**src/rtl/multicycle_control_unit.sv**
```systemverilog
// Multicycle control sequencer: owns the control state register and drives
// every datapath strobe and mux select from the registered state.
// Handles the memory ready/wait handshake, a bounded memory timeout, and
// sticky HALT/ERROR terminal states.
// Ports: clk, reset (sync, active-high), opcode[5:0], mem_ready -> state[3:0],
//   1-bit strobes (pcWrite, pcWriteCond, memGetData, memRead, irWrite,
//   regWrite, aluSrcA, regTrackSelect), 2-bit selects (regWriteDataSelect,
//   aluSrcB, pcSrc), aluOP[ALUOP_W-1:0], halted, error, err_cause[1:0].
// Optional macro MCU_PERF_COUNT_EN adds instr_retired[31:0] and
//   stall_cycles[31:0] (saturating, frozen in HALT/ERROR).
module multicycle_control_unit #(
    parameter int ALUOP_W     = 4,
    parameter int MEM_TIMEOUT = 15,
    parameter int TO_W        = 4
) (
    input  logic               clk,
    input  logic               reset,
    input  logic [5:0]         opcode,
    input  logic               mem_ready,
    output logic [3:0]         state,
    output logic               pcWrite,
    output logic               pcWriteCond,
    output logic               memGetData,
    output logic               memRead,
    output logic               irWrite,
    output logic               regWrite,
    output logic               aluSrcA,
    output logic               regTrackSelect,
    output logic [1:0]         regWriteDataSelect,
    output logic [1:0]         aluSrcB,
    output logic [1:0]         pcSrc,
    output logic [ALUOP_W-1:0] aluOP,
    output logic               halted,
    output logic               error,
    output logic [1:0]         err_cause
`ifdef MCU_PERF_COUNT_EN
    ,
    output logic [31:0]        instr_retired,
    output logic [31:0]        stall_cycles
`endif
);

    localparam logic [3:0] S_IF      = 4'd0;
    localparam logic [3:0] S_RF      = 4'd1;
    localparam logic [3:0] S_IMM2    = 4'd2;
    localparam logic [3:0] S_ALU_R3  = 4'd3;
    localparam logic [3:0] S_ALU_RI3 = 4'd4;
    localparam logic [3:0] S_ALU4    = 4'd5;
    localparam logic [3:0] S_BR3     = 4'd6;
    localparam logic [3:0] S_MEM3    = 4'd7;
    localparam logic [3:0] S_LD4     = 4'd8;
    localparam logic [3:0] S_ST4     = 4'd9;
    localparam logic [3:0] S_LD5     = 4'd10;
    localparam logic [3:0] S_J3      = 4'd11;
    localparam logic [3:0] S_HALT    = 4'd12;
    localparam logic [3:0] S_ERROR   = 4'd13;

    localparam logic [3:0] ALU_ADD = 4'd0;

    localparam logic [1:0] CAUSE_ILLEGAL = 2'd1;
    localparam logic [1:0] CAUSE_TIMEOUT = 2'd2;

    // Last waiting count before the timeout fires; unused when MEM_TIMEOUT=0.
    localparam bit            TO_EN   = (MEM_TIMEOUT != 0);
    localparam logic [TO_W-1:0] TO_LAST = TO_W'(MEM_TIMEOUT - 1);

    logic [3:0]      state_q, state_d;
    logic [TO_W-1:0] to_cnt_q, to_cnt_d;
    logic            halted_q, halted_d;
    logic            error_q, error_d;
    logic [1:0]      cause_q, cause_d;
    logic            is_mem;
    logic [3:0]      aluop4;

    assign is_mem = (state_q == S_IF) || (state_q == S_LD4) ||
                    (state_q == S_ST4);

    always_comb begin
        state_d  = state_q;
        to_cnt_d = '0;
        halted_d = halted_q;
        error_d  = error_q;
        cause_d  = cause_q;

        case (state_q)
            S_IF: state_d = S_RF;
            S_RF: begin
                unique case (1'b1)
                    opcode[5:4] == 2'b00:  state_d = S_ALU_R3;
                    opcode[5:4] == 2'b01:  state_d = S_ALU_RI3;
                    opcode[5:3] == 3'b100: state_d = S_BR3;
                    opcode[5:3] == 3'b101: state_d = S_MEM3;
                    opcode == 6'b110000:   state_d = S_J3;
                    opcode == 6'b110001:   state_d = S_IMM2;
                    opcode == 6'b111111:   state_d = S_HALT;
                    default: begin
                        state_d = S_ERROR;
                        cause_d = CAUSE_ILLEGAL;
                    end
                endcase
            end
            S_IMM2:    state_d = S_IF;
            S_ALU_R3:  state_d = S_ALU4;
            S_ALU_RI3: state_d = S_ALU4;
            S_ALU4:    state_d = S_IF;
            S_BR3:     state_d = S_IF;
            S_MEM3:    state_d = opcode[2] ? S_ST4 : S_LD4;
            S_LD4:     state_d = S_LD5;
            S_ST4:     state_d = S_IF;
            S_LD5:     state_d = S_IF;
            S_J3:      state_d = S_IF;
            S_HALT:    state_d = S_HALT;
            S_ERROR:   state_d = S_ERROR;
            default:   state_d = S_IF;
        endcase

        // Memory states only advance on mem_ready; a ready in the final
        // counted cycle still wins over the timeout.
        if (is_mem && !mem_ready) begin
            if (TO_EN && (to_cnt_q == TO_LAST)) begin
                state_d = S_ERROR;
                cause_d = CAUSE_TIMEOUT;
            end else begin
                state_d  = state_q;
                to_cnt_d = to_cnt_q + 1'b1;
            end
        end

        if (state_d == S_HALT)  halted_d = 1'b1;
        if (state_d == S_ERROR) error_d  = 1'b1;
    end

    always_ff @(posedge clk) begin
        if (reset) begin
            state_q  <= S_IF;
            to_cnt_q <= '0;
            halted_q <= 1'b0;
            error_q  <= 1'b0;
            cause_q  <= 2'd0;
        end else begin
            state_q  <= state_d;
            to_cnt_q <= to_cnt_d;
            halted_q <= halted_d;
            error_q  <= error_d;
            cause_q  <= cause_d;
        end
    end

    always_comb begin
        pcWrite            = 1'b0;
        pcWriteCond        = 1'b0;
        memGetData         = 1'b0;
        memRead            = 1'b1;
        irWrite            = 1'b0;
        regWrite           = 1'b0;
        aluSrcA            = 1'b0;
        regWriteDataSelect = 2'd0;
        aluSrcB            = 2'd0;
        pcSrc              = 2'd0;
        aluop4             = ALU_ADD;

        case (state_q)
            S_IF: begin
                memGetData = 1'b1;
                irWrite    = mem_ready;
                pcWrite    = mem_ready;
                pcSrc      = 2'd2;
            end
            S_RF: aluSrcB = 2'd2;
            S_IMM2: begin
                regWriteDataSelect = 2'd2;
                regWrite           = 1'b1;
            end
            S_ALU_R3: begin
                aluSrcA = 1'b1;
                aluSrcB = 2'd1;
                aluop4  = opcode[3:0];
            end
            S_ALU_RI3: begin
                aluSrcA = 1'b1;
                aluSrcB = 2'd3;
                aluop4  = opcode[3:0];
            end
            S_ALU4: begin
                regWriteDataSelect = 2'd1;
                regWrite           = 1'b1;
            end
            S_BR3: begin
                pcWriteCond = 1'b1;
                aluSrcA     = 1'b1;
                aluSrcB     = 2'd1;
                aluop4      = {1'b1, opcode[2:0]};
            end
            S_MEM3: begin
                aluSrcA = 1'b1;
                aluSrcB = 2'd3;
            end
            S_ST4: memRead  = 1'b0;
            S_LD5: regWrite = 1'b1;
            S_J3: begin
                pcWrite = 1'b1;
                pcSrc   = 2'd1;
            end
            default: ;
        endcase
    end

    assign aluOP          = ALUOP_W'(aluop4);
    assign regTrackSelect = (opcode[5:3] == 3'b100) ||
                            (opcode[5:2] == 4'b1011);
    assign state          = state_q;
    assign halted         = halted_q;
    assign error          = error_q;
    assign err_cause      = cause_q;

`ifdef MCU_PERF_COUNT_EN
    logic [31:0] retired_q;
    logic [31:0] stall_q;
    logic        frozen;
    logic        mem_wait;

    assign frozen   = (state_q == S_HALT) || (state_q == S_ERROR);
    assign mem_wait = is_mem && !mem_ready;

    always_ff @(posedge clk) begin
        if (reset) begin
            retired_q <= '0;
            stall_q   <= '0;
        end else if (!frozen) begin
            if (state_q != S_IF && state_d == S_IF && retired_q != '1)
                retired_q <= retired_q + 32'd1;
            if (mem_wait && stall_q != '1)
                stall_q <= stall_q + 32'd1;
        end
    end

    assign instr_retired = retired_q;
    assign stall_cycles  = stall_q;
`endif

endmodule

```
**config.mk**
```make
export PLATFORM = sky130hd
export DESIGN_NAME = multicycle_control_unit
export DESIGN_NICKNAME = d
export VERILOG_FILES = /design/src/rtl/multicycle_control_unit.sv
export SDC_FILE = /design/constraint.sdc
export NUM_CORES = 1
export LEC_CHECK = 0
export BUFFER_PORTS_ARGS = -buffer_cell sky130_fd_sc_hd__buf_2
export CORE_MARGIN = 2
export CORE_UTILIZATION = 51
export CTS_BUF_LIST = sky130_fd_sc_hd__clkbuf_16
export DETAILED_ROUTE_END_ITERATION = 7
export PLACE_DENSITY = 0.92
export SLEW_MARGIN = 20
export SYNTH_ARGS = -nofsm -noshare
export SYNTH_HDL_FRONTEND = slang
export SYNTH_SLANG_ARGS = --single-unit
```
**constraint.sdc**
```tcl
create_clock -name clk -period 4 [get_ports clk]
set_input_delay 0.8 -clock clk [delete_from_list [all_inputs] [get_ports clk]]
set_output_delay 0.8 -clock clk [all_outputs]
set_load 0.05 [all_outputs]
```
* Yosys cells after proc, flatten, opt, wreduce, memory -nomap -nowiden
Cells that the tools add are included.
** Storage, ports and cells
- Register bits :: 12
- Latch bits :: 0
- Memory bits (writable) :: 0
- ROM bits :: 0
- Bits of input ports :: 9
- Output and inout port bits :: 26
- Memories kept :: 0
** Cells by class
- Add/sub/neg operators :: 1
- Multiply operators :: 0
- Div/mod/pow operators :: 0
- Order comparisons :: 0
- Equality and inequality tests :: 23
- Shifts and indexed selects :: 0
- Multiplexer cells :: 20
- Bitwise operators :: 1
- Reductions and logical operators :: 14
** Operators by type and width (number)
- $pmux 4 s7 :: 2
- $eq 4x4->1 const B :: 10
- $eq 6x6->1 const B :: 3
- $eq 4x3->1 const B :: 4
- $eq 4x2->1 const B :: 2
- $mux 2 :: 4
- $mux 4 :: 2
- $pmux 2 s2 :: 2
- $pmux 4 s2 :: 1
- $mux 1 :: 7
- $reduce_or 7->1 :: 1
- $eq 3x3->1 const B :: 2
- $pmux 2 s3 :: 1
- $reduce_or 2->1 :: 3
- $reduce_or 3->1 :: 2
- $add 4x1->4 const B :: 1
- $eq 4x1->1 const B :: 1
- $logic_not 4->1 :: 1
- $reduce_or 4->1 :: 1
- $logic_or 1x1->1 :: 3
- $eq 2x1->1 const B :: 1
- $logic_not 2->1 :: 1
- $pmux 1 s2 :: 1
- $logic_and 1x1->1 :: 1
- 2 further kinds :: 2

* Logic depth before layout (Yosys ltp)
Gate-level depths: netlist of run 1.
- Depth in word-level cells :: 6
- Mapped depth :: 7
- Gate-level depth less buffers :: 7

* Worst setup path after synthesis of run 1
No wires, ideal clock.
- Path type :: reg-to-output
- Start point :: register state_q[2] (netlist: state[2])
- End point :: output port pcSrc[1]
- Arrival time :: 2988 ps
- Required time :: 3200 ps
- Path slack :: 212 ps
- Stages on the path, launching flop included :: 5
- Cell sequence :: dfxtp_1 > clkbuf_1 > clkbuf_1 > nor4_1 > buf_4
** On the way
- Longest elaborated chain between the ends :: 2
** Ends and longest elaborated chain
- start, declared :: RTL line 67 : logic [3:0] state_q, state_d;
- start signal, assigned :: RTL line 141 : state_q <= state_d;
- $eq 4x4->1 or $logic_not 4->1 (tied branches) :: RTL line 162 : case (state_q)
- $pmux 2 s2 * :: RTL line 162
- end, declared :: RTL line 31 : output logic [1:0] pcSrc,
Every way passes the cells marked *; elsewhere a longest branch is shown, timed or not.

* Final worst setup path of run 1
- Start point :: register state_q[3] (netlist: state[3])
- End point :: output port memRead
** On the way
- Longest elaborated chain between the ends :: 2
** Ends and longest elaborated chain
- $eq 4x4->1 :: RTL line 162
- $mux 1 :: RTL line 162
- end, declared :: RTL line 24 : output logic memRead,
No other way between the ends.

==> metrics.log, run 1 <==
INFO  metric syn-instance-count = between 100 and 150
INFO  metric peak_ir_drop_on_the_vdd_network = 0.534 mV
INFO  metric mappedNetlistArea = approximately 900 sq um
INFO  metric syn-num-nets = 135
INFO  metric clk_latency = 0.24 ns
INFO  metric p_leak = 0.000524 uW
INFO  metric area_growth_syn_to_layout = 23.6%
INFO  metric row_count = 15
INFO  metric globalRoute.totalOverflow = 0
INFO  metric core = 1690 sq um
INFO  metric finalHoldViolCount = 0
INFO  metric start_util = 0.534
INFO  metric postPlaceCellArea = 1040 sq um
INFO  metric maximum_single_stage_delay_on_the_critical_path = 0.66 ns
INFO  metric postSynthRegisterBits = 12
INFO  metric tritoncts = done
INFO  metric dp_hpwl = 1.65 mm
INFO  metric via_count_of_the_first_global_routing_pass = 817
INFO  metric p_per_area = around 830 nW/um^2
INFO  metric avgSynthCellArea = 7.28 sq um
INFO  metric drt_drc = 0
INFO  metric clock-sinks = 12
INFO  metric rsz_0062_raised_after_global_routing = false
INFO  metric gp_congestion = 0.876
INFO  metric layout-drive-gt1-share = 0.272
INFO  metric crit_path_max_fanout = 18
INFO  metric netlist.top_cell.by_area = sky130_fd_sc_hd__dfxtp_1
INFO  metric maximum_number_of_pins_on_one_net_before_global_route_repair = 23
INFO  metric worstPathCellList = clkinv_1 -> or4_1 -> buf_2
INFO  metric firstDrtPassIters = 4
INFO  metric required = around 3.2 ns
INFO  metric synth_top_area_frac = 0.266
INFO  metric worst-slew-pin-transition = 0.689 ns
INFO  metric worstSetupPathType = flip-flop to primary output
INFO  metric routedWlPerCell = 13.4 um
INFO  metric synth.yosys.warnings = 0
INFO  metric clock_skew = between 0.003 and 0.004 ns
INFO  metric final_area = 1110 sq um
INFO  metric synth.yosys.seq_area_share = 0.266
INFO  metric run_status = finished, final reports clean
INFO  metric fin_crit_sh = 0.718
INFO  metric finalWirelength = 2.24 mm
INFO  metric via_total_after_detailed_routing = roughly 1.0k
INFO  metric cts_inserted_buffers = 3
INFO  metric asyncSetResetFlopFracSynth = 0
INFO  metric totalNegativeSetupSlack = 0 ns
INFO  metric die_area = 2120 sq um
INFO  metric ctsResizeCount = 0
INFO  metric worst_hold_path_type = flip-flop to flip-flop
INFO  metric cpMaxStageDelayCell = sky130_fd_sc_hd__dfxtp_1
INFO  metric finalNonFillerCells = 168
INFO  metric synth_top_flop_cell = sky130_fd_sc_hd__dfxtp_1
INFO  metric viasPerCell = 6.01
INFO  metric dieWidth = 46.1 um
INFO  metric numPortBuffers = 34
INFO  metric h-tree-depth = 1
INFO  metric max-clock-path-buffers = 2
INFO  metric cts_hold_buf = 0
INFO  metric endpoint_kind = primary output
INFO  metric place_inst = about 170
INFO  metric boundaryPins = 35
INFO  metric fillerInstances = 148
INFO  metric fmax = 0.348 GHz
INFO  metric synthDistinctLibCells = between 40 and 50
INFO  metric timing.critical_path.from_type = flip-flop
INFO  metric synth_area_leaders = sky130_fd_sc_hd__dfxtp_1 (27%), sky130_fd_sc_hd__nor2_1 (5.8%), sky130_fd_sc_hd__a21oi_1 (3.9%)
INFO  metric diodes = 0
INFO  metric post_layout_net_count = 164
INFO  metric grt_first_pass_wirelength = between 3 and 4 mm
INFO  metric max-slew-margin-rel = 0.540
INFO  metric maxSlewViolCount = 0
INFO  metric die_y = 46.1 um
INFO  metric initial_antenna_violation_count = 0
INFO  metric maxCapViolCount = 0
INFO  metric synth_enable_flop_cells = 0
INFO  metric cts_setup_buffers = 0
INFO  metric route.antenna.remaining_nets = 0
INFO  metric track_usage = 0.220
INFO  metric crit_arrival = 2.07 ns
INFO  metric fin_worst_hold_slack = between 0.4 and 0.5 ns
INFO  metric clock-root-buffer = sky130_fd_sc_hd__clkbuf_16
INFO  metric cts.clk_slew.worst_paths = 0.04 ns
INFO  metric finalSetupViolCount = 0
INFO  metric period_needed = 2.87 ns
INFO  metric drt_first_iter_violations = 39
==> power by group <==
group	internal, uW	total (uW)	switching, uW
Sequential	138	199	61.2
Clock	130	177	47.4
Combinational	148	548	401
==> routing by layer <==
layer	vias to the layer above	global-route usage	wire length, um
li1	502	-	-
met1	463	0.270	948
met2	41	0.369	1140
met3	4	0.0431	131
met4	0	0.0971	25
met5	-	0	0
==> registers in the layout, indices dropped and copies added, names as in the netlist <==
| signal | flops |
|---|---|
| halted | 1 |
| error | 1 |
| state | 4 |
| err_cause | 2 |
| to_cnt_q | 4 |
==> cell usage after synthesis (2+ instances only) <==
master	n
sky130_fd_sc_hd__inv_1	9
sky130_fd_sc_hd__nor2_1	14
sky130_fd_sc_hd__nand3_1	5
sky130_fd_sc_hd__clkbuf_1	4
sky130_fd_sc_hd__a21oi_1	7
sky130_fd_sc_hd__dfxtp_1	12
sky130_fd_sc_hd__nor4_1	2
sky130_fd_sc_hd__nand2_1	8
sky130_fd_sc_hd__nand4_1	2
sky130_fd_sc_hd__buf_2	4
sky130_fd_sc_hd__nor3b_1	4
sky130_fd_sc_hd__nor2b_1	4
sky130_fd_sc_hd__nor3_1	7
sky130_fd_sc_hd__and3_1	5
sky130_fd_sc_hd__or3_1	3
sky130_fd_sc_hd__ha_1	2
sky130_fd_sc_hd__o21ai_0	5
sky130_fd_sc_hd__o32ai_1	2
sky130_fd_sc_hd__xnor2_1	2
==> final cells by class <==
cell class	count	area (sq um)	area share
Tap cell	17	21.3	0.0191
Inverter	10	37.5	0.0337
Multi-Input combinational cell	92	571	0.512
Timing Repair Buffer	34	170	0.153
Sequential cell	12	240	0.215
Clock buffer	3	75.1	0.0673
==> worst max-delay path: cells and delay by family (launching register included) <==
kind	cells	cell delay, ns
flops	1	0.66
simple gates	1	0.59
buf+inv	2	0.58
==> worst paths after layout <==
| path | startpoint | end | slack (ns) | cells past startpoint |
|---|---|---|---|---|
| worst min-delay path | err_cause[0]$_SDFF_PP0_ | err_cause[0]$_SDFF_PP0_ | 0.45 | 2 |
| worst max-delay path | state[3]$_SDFF_PP0_ | memRead | 1.13 | 3 |
| worst min register to register | err_cause[0]$_SDFF_PP0_ | err_cause[0]$_SDFF_PP0_ | 0.45 | 2 |
| worst max register to register | state[0]$_SDFF_PP0_ | halted$_SDFFE_PP0N_ | 1.95 | 5 |
==> through the flow <==
stage / total power (uW) / utilization / setup slack, ns
floorplan: 649 / - / 0.212
global route: 974 / 0.660 / 0.958
CTS: 923 / 0.660 / 1.18
global placement: 729 / 0.616 / 1.50
finish: 924 / 0.660 / 1.13
detailed placement: 742 / 0.616 / 1.43
==> cell usage in the layout (no fill, tap or decap), types with 2 or more instances in the layout <==
cell	synthesis	layout
sky130_fd_sc_hd__nor3b_1	4	4
sky130_fd_sc_hd__nor4_1	2	2
sky130_fd_sc_hd__or3_1	3	3
sky130_fd_sc_hd__dfxtp_1	12	12
sky130_fd_sc_hd__inv_1	9	9
sky130_fd_sc_hd__a21oi_1	7	7
sky130_fd_sc_hd__xnor2_1	2	2
sky130_fd_sc_hd__nand4_1	2	2
sky130_fd_sc_hd__buf_2	4	34
sky130_fd_sc_hd__nor2b_1	4	4
sky130_fd_sc_hd__nand2_1	8	8
sky130_fd_sc_hd__o32ai_1	2	2
sky130_fd_sc_hd__nor2_1	14	14
sky130_fd_sc_hd__o21ai_0	5	5
sky130_fd_sc_hd__clkbuf_16	0	3
sky130_fd_sc_hd__nor3_1	7	7
sky130_fd_sc_hd__ha_1	2	2
sky130_fd_sc_hd__and3_1	5	5
sky130_fd_sc_hd__nand3_1	5	5
==> cell families after synthesis <==
group,Yosys count,share of synthesized area
adder cells (fa/ha/maj),2,0.0277
XOR/XNOR,3,0.0291
buffers and inverters,20,0.101
AO/OA/AOI/OAI,27,0.221
AND/OR/NAND/NOR,60,0.355
flip-flops,12,0.266
(Power assumes the default switching activity.)
==> run 2, diff against run 1 <==
Settings changed: CORE_ASPECT_RATIO set to 1.5, CORE_UTILIZATION 51 to 43, PLACE_DENSITY 0.92 to 0.84.
Clock period 4 ns to 2.49 ns, I/O delays scaled along.
==> run 2 against run 1 <==
Combinational power increased by 79%. Non-clock buffer count increased by 5. Critical path type unchanged. Global-route usage decreased by 3.1 points. Worst setup slack got worse by 0.95 ns. Cell count increased by 6.0%. Die area increased by 17%. Sequential power increased by 47%. First-iteration DRC count decreased by 41%. Clock power increased by 58%. Flip-flop and latch count unchanged. Critical path depth unchanged. Utilization decreased by 5.4 points.
==> metrics.log, run 2 (synthesis gave the netlist of run 1 again) <==
INFO  metric run_status = finished, final reports clean
INFO  metric worstSetupEndpoint = memRead
INFO  metric dp_hpwl = 1.86 mm
INFO  metric numPortBuffers = 34
INFO  metric worst-slew-pin-transition = 0.653 ns
INFO  metric final_common_cell = sky130_fd_sc_hd__buf_2
INFO  metric initial_antenna_violation_count = 0
INFO  metric r2r_setup_slack = ~0.53 ns
INFO  metric route.antenna.remaining_nets = 0
INFO  metric cts.clk_slew.worst_paths = 0.04 ns
INFO  metric crit_arrival = 1.82 ns
INFO  metric r2r_start = state[2]$_SDFF_PP0_
INFO  metric via_count_of_the_first_global_routing_pass = 913
INFO  metric via_total_after_detailed_routing = 1,045
INFO  metric finalSetupViolCount = 0
INFO  metric maxSlewViolCount = 0
INFO  metric worst_hold_path_type = flip-flop to flip-flop
INFO  metric totalNegativeSetupSlack = 0 ns
INFO  metric max-clock-path-buffers = 2
INFO  metric row_count = 20
INFO  metric required = 1.99 ns
INFO  metric fin_worst_hold_slack = 0.455 ns
INFO  metric maximum_number_of_pins_on_one_net_before_global_route_repair = 17
INFO  metric diodes = 0
INFO  metric boundaryPins = 35
INFO  metric max-slew-margin-rel = 0.561
INFO  metric pwr-share-comb = 0.632
INFO  metric cts_inserted_buffers = 3
INFO  metric firstDrtPassIters = 4
INFO  metric mostFrequentLayoutCells = sky130_fd_sc_hd__buf_2 (34), sky130_fd_sc_hd__nor2_1 (13), sky130_fd_sc_hd__dfxtp_1 (11)
INFO  metric finalWirelength = 2.29 mm
INFO  metric worstPathCellList = clkinv_1 -> or4_1 -> buf_2
INFO  metric clock_power_share = 0.180
INFO  metric globalRoute.totalOverflow = 0
INFO  metric fmax = 0.432 GHz
INFO  metric crit_path_max_fanout = 9
INFO  metric crit_path_start = state[3]$_SDFF_PP0_
INFO  metric endpoint_kind = primary output
INFO  metric cts_hold_buf = 0
INFO  metric p_leak = around 0.00056 uW
INFO  metric area_growth_syn_to_layout = 34.4%
INFO  metric fin_crit_sh = 0.930
INFO  metric clk_latency = 0.24 ns
INFO  metric start_util = 0.451
INFO  metric tritoncts = done
INFO  metric clock_skew = 0.00334 ns
INFO  metric layout-drive-gt1-share = 0.340
INFO  metric track_usage = 0.190
INFO  metric maximum_single_stage_delay_on_the_critical_path = 0.57 ns
INFO  metric grt_first_pass_wirelength = approximately 3.8 mm
INFO  metric p_per_area = 1280 nW/um^2
INFO  metric post_layout_net_count = 169
INFO  metric internal-power = 717 uW
INFO  metric viasPerCell = 5.87
INFO  metric finalHoldViolCount = 0
INFO  metric worstSetupPathType = flip-flop to primary output
INFO  metric place_inst = 175
INFO  metric h-tree-depth = 1
INFO  metric clock-sinks = 12
INFO  metric drt_first_iter_violations = 23
INFO  metric core = 2000 sq um
INFO  metric clock-root-buffer = sky130_fd_sc_hd__clkbuf_16
INFO  metric share_seq_of_total_power = 0.189
INFO  metric reg2reg_to = error$_SDFFE_PP0N_
INFO  metric period_needed = approximately 2.3 ns
INFO  metric timing.critical_path.from_type = flip-flop
INFO  metric peak_ir_drop_on_the_vdd_network = ~1.1 mV
INFO  metric dieWidth = 41.4 um
INFO  metric die_y = approximately 60 um
INFO  metric power.net_switching = 838 uW
INFO  metric switching_share = 0.539
INFO  metric timing.reg2reg.worst_path_depth = 6
INFO  metric gp_congestion = 0.838
INFO  metric rsz_0062_raised_after_global_routing = false
INFO  metric die_area = 2490 sq um
INFO  metric cpMaxStageDelayCell = sky130_fd_sc_hd__or4_1
INFO  metric routedWlPerCell = 12.9 um
INFO  metric drt_drc = 0
INFO  metric maxCapViolCount = 0
INFO  metric finalNonFillerCells = approximately 180
## run 2: power groups by stage
| stage | clock (uW) | sequential [uW] | combinational, uW |
|---|---|---|---|
| after floorplan | 0 | 326 | 770 |
| after global placement | 0 | 290 | 965 |
| after detailed placement | 0 | 294 | 982 |
| after CTS | 289 | 291 | 984 |
| after global routing | 297 | 302 | 1040 |
| final | 279 | 293 | 982 |
## run 2: final cells by class
| cell class | instances | area, sq um |
|---|---|---|
| Clock buffer | 3 | 75.1 |
| Timing Repair Buffer | 39 | 208 |
| Inverter | 10 | 37.5 |
| Fill cell | 192 | 790 |
| Sequential cell | 12 | 241 |
| Multi-Input combinational cell | 92 | 623 |
| Tap cell | 22 | 27.5 |
## run 2: metal layers
metal | track usage | vias to the layer above | part of all wire
met5 | 0 | - | 0
met4 | 0.129 | 0 | 0.028
met3 | 0.0151 | 6 | 0.054
met2 | 0.353 | 39 | 0.54
met1 | 0.201 | 492 | 0.37
li1 | - | 508 | -
## run 2: critical path, delay by kind of cell (launching register included)
family                 cells  cell delay [ns]
AND/OR/NAND/NOR            1             0.57
buffers and inverters      2             0.53
flip-flops                 1             0.48
## run 2: worst min path at each step
| stage | startpoint | cells past startpoint | end |
|---|---|---|---|
| 2_1_floorplan | to_cnt_q[0]$_SDFF_PP0_ | 1 | to_cnt_q[0]$_SDFF_PP0_ |
| 3_3_place_gp | err_cause[0]$_SDFF_PP0_ | 2 | err_cause[0]$_SDFF_PP0_ |
| 3_5_place_dp | to_cnt_q[0]$_SDFF_PP0_ | 1 | to_cnt_q[0]$_SDFF_PP0_ |
| 4_1_cts | to_cnt_q[0]$_SDFF_PP0_ | 1 | to_cnt_q[0]$_SDFF_PP0_ |
| 5_1_grt | to_cnt_q[0]$_SDFF_PP0_ | 1 | to_cnt_q[0]$_SDFF_PP0_ |
| 6_report | halted$_SDFFE_PP0N_ | 2 | halted$_SDFFE_PP0N_ |
## run 2: repair_timing
action / 4_1_cts / 5_1_grt
buffers inserted: 0 / 0
endpoints found under the setup margin: 0 / 4
resized for setup: 0 / 1
## run 2: through the flow
stage	setup slack [ns]	utilization	total power [uW]	area, sq um
after floorplan	-0.261	-	1100	955
after global placement	0.393	0.568	1260	1140
after detailed placement	0.313	0.568	1280	1140
after CTS	0.0490	0.605	1560	1210
after global routing	0.0700	0.606	1640	1210
final	0.173	0.606	1560	1210
